**config.mk**
```make
export PLATFORM = sky130hd
export DESIGN_NAME = button_press_counter
export DESIGN_NICKNAME = d
export VERILOG_FILES = /design/src/rtl/btn_pkg.sv /design/src/rtl/sync_2ff.sv /design/src/rtl/button_press_counter.sv
export SDC_FILE = /design/constraint.sdc
export NUM_CORES = 1
export LEC_CHECK = 0
export BUFFER_PORTS_ARGS = -buffer_cell sky130_fd_sc_hd__buf_2
export CELL_PAD_IN_SITES_DETAIL_PLACEMENT = 0
export CELL_PAD_IN_SITES_GLOBAL_PLACEMENT = 1
export CORE_ASPECT_RATIO = 2
export CORE_UTILIZATION = 51
export CTS_CLUSTER_SIZE = 16
export DETAILED_ROUTE_END_ITERATION = 7
export PLACE_DENSITY = 0.81
export SETUP_SLACK_MARGIN = 0.1
export SYNTH_ARGS = -nofsm -noshare
export SYNTH_HDL_FRONTEND = slang
export SYNTH_HIERARCHICAL = 1
export SYNTH_SLANG_ARGS = --single-unit
export TNS_END_PERCENT = 30
```
**constraint.sdc**
```tcl
create_clock -name CLK_IN -period 4.2 [get_ports CLK_IN]
set_input_delay 0.84 -clock CLK_IN [delete_from_list [all_inputs] [get_ports CLK_IN]]
set_output_delay 0.84 -clock CLK_IN [all_outputs]
set_load 0.01 [all_outputs]
```
**src/rtl/btn_pkg.sv**
```systemverilog
// rtl/btn_pkg.sv - shared types and helpers for the push-button counter
package btn_pkg;

    localparam int COUNT_W = 4;

    typedef enum logic [1:0] {
        RELEASED = 2'd0,
        DB_PRESS = 2'd1,
        PRESSED  = 2'd2,
        DB_REL   = 2'd3
    } btn_state_t;

    function automatic int ms_to_cyc(input int clk_hz, input int ms);
        return clk_hz / 1000 * ms;
    endfunction

endpackage

```
**src/rtl/sync_2ff.sv**
```systemverilog
// rtl/sync_2ff.sv - two-flop synchroniser with synchronous active-high reset
module sync_2ff #(
    parameter int         WIDTH   = 1,
    parameter logic [WIDTH-1:0] RST_VAL = '0
) (
    input  logic             clk,
    input  logic             rst,
    input  logic [WIDTH-1:0] din,
    output logic [WIDTH-1:0] dout
);

    logic [WIDTH-1:0] meta;

    always_ff @(posedge clk) begin
        if (rst) begin
            meta <= RST_VAL;
            dout <= RST_VAL;
        end else begin
            meta <= din;
            dout <= meta;
        end
    end

endmodule

```
**src/rtl/button_press_counter.sv**
```systemverilog
// rtl/button_press_counter.sv - debounced push-button press counter with long-hold clear
module button_press_counter
    import btn_pkg::*;
#(
    parameter int CLK_HZ      = 12_000_000,
    parameter int DEBOUNCE_MS = 10,
    parameter int LONG_MS     = 1000,
    parameter bit BTN_ACT_LOW = 1'b1
) (
    input  logic CLK_IN,
    input  logic RST_IN,
    input  logic BTN_IN,
    output logic GLED5,
    output logic RLED1,
    output logic RLED2,
    output logic RLED3,
    output logic RLED4
);

    localparam int DB_CYC   = ms_to_cyc(CLK_HZ, DEBOUNCE_MS);
    localparam int LONG_CYC = ms_to_cyc(CLK_HZ, LONG_MS);
    localparam int MAX_CYC  = (DB_CYC > LONG_CYC) ? DB_CYC : LONG_CYC;
    localparam int TIMER_W  = $clog2(MAX_CYC);

    localparam logic [TIMER_W-1:0] DB_LAST   = TIMER_W'(DB_CYC - 1);
    localparam logic [TIMER_W-1:0] LONG_LAST = TIMER_W'(LONG_CYC - 1);
    localparam logic               REL_LVL   = BTN_ACT_LOW;

    if (DB_CYC < 2 || LONG_CYC < 2) begin : g_bad_params
        $error("button_press_counter: DB_CYC and LONG_CYC must both be >= 2");
    end

    logic                 s_raw;
    logic                 s_prs;
    btn_state_t           state, state_n;
    logic [TIMER_W-1:0]   timer, timer_n;
    logic [COUNT_W-1:0]   count, count_n;
    logic                 long_done, long_done_n;

    sync_2ff #(
        .WIDTH   (1),
        .RST_VAL (REL_LVL)
    ) u_sync (
        .clk  (CLK_IN),
        .rst  (RST_IN),
        .din  (BTN_IN),
        .dout (s_raw)
    );

    assign s_prs = BTN_ACT_LOW ? ~s_raw : s_raw;

    always_ff @(posedge CLK_IN) begin
        if (RST_IN) begin
            state     <= RELEASED;
            timer     <= '0;
            count     <= '0;
            long_done <= 1'b0;
        end else begin
            state     <= state_n;
            timer     <= timer_n;
            count     <= count_n;
            long_done <= long_done_n;
        end
    end

    always_comb begin
        state_n     = state;
        timer_n     = timer;
        count_n     = count;
        long_done_n = long_done;
        case (state)
            RELEASED: begin
                if (s_prs) begin
                    state_n = DB_PRESS;
                    timer_n = '0;
                end
            end
            DB_PRESS: begin
                if (!s_prs) begin
                    state_n = RELEASED;
                end else if (timer == DB_LAST) begin
                    state_n     = PRESSED;
                    count_n     = count + COUNT_W'(1);
                    timer_n     = '0;
                    long_done_n = 1'b0;
                end else begin
                    timer_n = timer + TIMER_W'(1);
                end
            end
            PRESSED: begin
                // Release wins over a coincident long-hold expiry
                if (!s_prs) begin
                    state_n = DB_REL;
                    timer_n = '0;
                end else if (timer == LONG_LAST && !long_done) begin
                    count_n     = '0;
                    long_done_n = 1'b1;
                end else if (timer != '1) begin
                    timer_n = timer + TIMER_W'(1);
                end
            end
            DB_REL: begin
                if (s_prs) begin
                    state_n = PRESSED;
                    timer_n = '0;
                end else if (timer == DB_LAST) begin
                    state_n = RELEASED;
                end else begin
                    timer_n = timer + TIMER_W'(1);
                end
            end
            default: state_n = RELEASED;
        endcase
    end

    assign GLED5 = (state == PRESSED) || (state == DB_REL);
    assign RLED1 = count[3];
    assign RLED2 = count[2];
    assign RLED3 = count[1];
    assign RLED4 = count[0];

endmodule

```
==> PnR_summary.wiki <==
{| class="wikitable"
! Metric !! Value
|-
| Net count after synthesis || ~240
|-
| Routed length on met2 || 2570 um
|-
| Highest routed layer || met4
|-
| Final GP Congestion || 0.832
|-
| H-tree level count || 2
|-
| Routed WL per cell || between 15 and 20 um
|-
| Crit path launch type || register
|-
| Type of destination of the critical path || register
|-
| Initial detailed-routing violation count || 47
|-
| WS Path Type || reg -> reg
|-
| IR Drop Worst-Case VDD || 0.000229 V
|-
| Total of warnings raised by yosys || 6
|-
| Hold bufs inserted after CTS || 0
|-
| GR Util All Layers || 0.248
|-
| Status || finished, final reports clean
|-
| Last element of the critical path || timer[8]
|-
| Die area || approximately 4300 sq um
|-
| Max-Slew Margin vs Limit || 0.239
|-
| Setup repair after global routing missed its margin || no
|-
| Worst setup margin || 1.39 ns
|-
| Worst reg-to-reg path cell count || 7
|-
| Post-synth top area cell || dfxtp_1
|-
| Count of cell types in the netlist || 44
|-
| Post-placement setup slack || 1.41 ns
|-
| Ordered list of cells on the worst path || nor4b_4 -> nand4_4 -> nor2_1 -> o21ai_1 -> buf_4 -> nand2_1 -> o32ai_2
|-
| Gate family responsible for the most delay along the worst path || simple AND/OR/NAND/NOR gates
|-
| Layout net count || 238
|-
| # DRC || 0
|-
| Worst reg2reg path endpoint || timer[8]
|-
| Die extent in y || 91.7 um
|-
| Layout filler cell count || 381
|-
| Largest net degree at the start of global routing || 57
|-
| TritonCTS Buffers || 5
|-
| Routed wire length || 4860 um
|-
| CTS tree || yes
|-
| Finished layout cell area || 2160 sq um
|-
| Max Clk Rate || between 300 and 400 MHz
|-
| Power per cell area || 264 nW/um^2
|-
| Post-CTS resize count || 0
|-
| Final setup violation count || 0
|-
| Remaining global-route overflow || 0
|-
| Core ar. || 3840 sq um
|-
| Share of the synthesized area in the top cell type || 0.322
|-
| Crit-path max FO || 24
|-
| HP Class || reg -> reg
|-
| Primary flip-flop cell chosen by synthesis mapping || dfxtp_1
|-
| Post-route clock period utilization || 0.669
|-
| Commonest cells post-synth || dfxtp_1, a21oi_1, inv_1, or3_1, o32ai_2
|-
| CTS clk-pin slew, worst paths || 0.07 ns
|-
| Final Hold Fails || 0
|-
| Startpoint of the lowest-slack register-to-register path || timer[19]
|-
| Share of final-layout standard cells stronger than drive strength 1 || 0.184
|-
| Post-Synthesis Cells || 232
|-
| Post-route antenna net violation count || 0
|-
| Instance area after placement || roughly 2100 sq um
|-
| Cell leakage power || 0.649 nW
|-
| Hold depth || 1
|-
| Number of global-route vias before repair || 1696
|-
| Final-layout setup total negative slack || 0 ns
|-
| First-pass GRT wire length || 7910 um
|-
| Via density per instance || 6.35
|-
| Proportion of synthesized flip-flops having asynchronous set or reset || 0
|-
| Crit path DAT || 2.92 ns
|-
| Clock root buffer || clkbuf_8
|-
| I/O pin cnt || 8
|-
| Routed vias || 1810
|-
| Maximum buffer depth of the clock tree || 2
|-
| Time the final worst path needs with I/O delays and setup || 2.81 ns
|-
| Worst-case clock skew || 0.00818 ns
|-
| Number of synthesized register bits || 33
|-
| Avg Cell Area, Syn || 8.83 sq um
|-
| Count of standard-cell rows || 32
|-
| Slowest cell delay on critical path || 0.86 ns
|-
| Syn-to-layout area delta || 5.62%
|-
| Number of buffers inserted by port buffering || 7
|-
| Worst-Margin Slew || 1.14 ns
|-
| Initial core utilization || 0.533
|-
| Required time worst endpoint || roughly 4.3 ns
|-
| Worst R2R Setup Slack || 1.39 ns
|-
| First drt pass iteration count || 5
|-
| Start point of the critical path || timer[19]
|-
| Detailed-placement wirelength estimate || between 3000 and 4000 um
|-
| Max-cap check violation count || 0
|-
| Number of buffer and inverter stages on the critical path || 1
|-
| Worst-path cell with the longest stage delay || nand2_1
|-
| Overall die width || 46.8 um
|-
| Ranking of synthesized cells by area || dfxtp_1, o32ai_2, or3_1
|-
| Routed wl met3 || 145 um
|-
| Fraction of the yosys area taken by sequential cells || 0.322
|-
| Most frequent cell after synthesis || dfxtp_1
|-
| CTS Sinks || 33
|-
| Antenna diode count || 0
|-
| Number of stages on the worst setup path || 7
|-
| Clk_lat worst skew || 0.29 ns
|-
| Number of enable flip-flop cells after synthesis || 0
|-
| Initial antenna violation count || 0
|-
| Summed instance area of the synthesized netlist || just over 2000 sq um
|-
| Count of pins over their slew limit || 0
|-
| Post CTS Setup Buffer Count || 0
|-
| Wire length on met1 || 2020 um
|}
==> worst min-delay path by stage <==
stage,slack (ns),endpoint,start
detailed placement,0.40,u_sync/dout,u_sync/meta
finish,0.41,u_sync/dout,u_sync/meta
global placement,0.39,u_sync/dout,u_sync/meta
global route,0.42,u_sync/dout,u_sync/meta
floorplan,0.39,u_sync/dout,u_sync/meta
CTS,0.41,u_sync/dout,u_sync/meta
==> sequential cells by signal, indices dropped and copies added, names as in the netlist, named ones only <==
signal       count
u_sync/meta      1
long_done        1
count            4
state            1
u_sync/dout      1
timer           24
==> power by group <==
part / switching (mW) / total [mW] / internal, mW / leakage [nW]
registers: 0.00159 / 0.316 / 0.314 / 0.266
clock network: 0.116 / 0.231 / 0.115 / 0.0450
logic: 0.0188 / 0.0243 / 0.00554 / 0.337
==> through the flow <==
| step | util | cells | hold slack, ns | total power, mW |
|---|---|---|---|---|
| after CTS | 0.563 | 285 | 0.414 | 0.578 |
| final | 0.563 | 285 | 0.410 | 0.570 |
| after floorplan | - | 232 | 0.385 | 0.343 |
| after detailed placement | 0.542 | 277 | 0.395 | 0.347 |
| after global placement | 0.542 | 277 | 0.392 | 0.345 |
| after global routing | 0.563 | 285 | 0.422 | 0.596 |
==> metal layers <==
| metal | vias up | GRT usage |
|---|---|---|
| met5 | - | 0 |
| met4 | 0 | 0.0929 |
| met3 | 11 | 0.0354 |
| met2 | 52 | 0.411 |
| met1 | 870 | 0.307 |
| li1 | 877 | - |
==> cell type report <==
class / instances / area, sq um / area share
multi-input combinational: 162 / 1230 / 0.568
sequential: 33 / 661 / 0.305
inverter: 23 / 86.3 / 0.0399
clock buffer: 6 / 72.6 / 0.0335
tap: 51 / 63.8 / 0.0295
timing repair buffer: 8 / 42.5 / 0.0197
clock inverter: 2 / 10.0 / 0.00462
==> cells by family (layout without fill, tap and decap cells) <==
group           after synthesis  after routing  synth area share
simple gates                 99             99             0.321
compound gates               57             57             0.249
buf+inv                      37             39            0.0781
flops                        33             33             0.322
xor+xnor                      3              3            0.0128
fa+ha+maj                     2              2            0.0122
mux                           1              1           0.00488
==> cells in the final DEF, fill, tap and decap left out, drive strengths merged, types with 3 or more instances in the layout <==
| cell type | Yosys | final |
|---|---|---|
| and2 | 3 | 3 |
| a21oi | 26 | 26 |
| nor4 | 3 | 3 |
| buf | 7 | 8 |
| o32ai | 22 | 22 |
| dfxtp | 33 | 33 |
| and3 | 5 | 5 |
| or3 | 25 | 25 |
| nor3 | 3 | 3 |
| clkbuf | 7 | 6 |
| a211oi | 3 | 3 |
| nand3 | 11 | 11 |
| o21ai | 4 | 4 |
| nand2 | 13 | 13 |
| nor2 | 8 | 8 |
| inv | 23 | 23 |
| nor4b | 3 | 3 |
| nand4 | 12 | 12 |
Power figures use the tool's default switching activity.
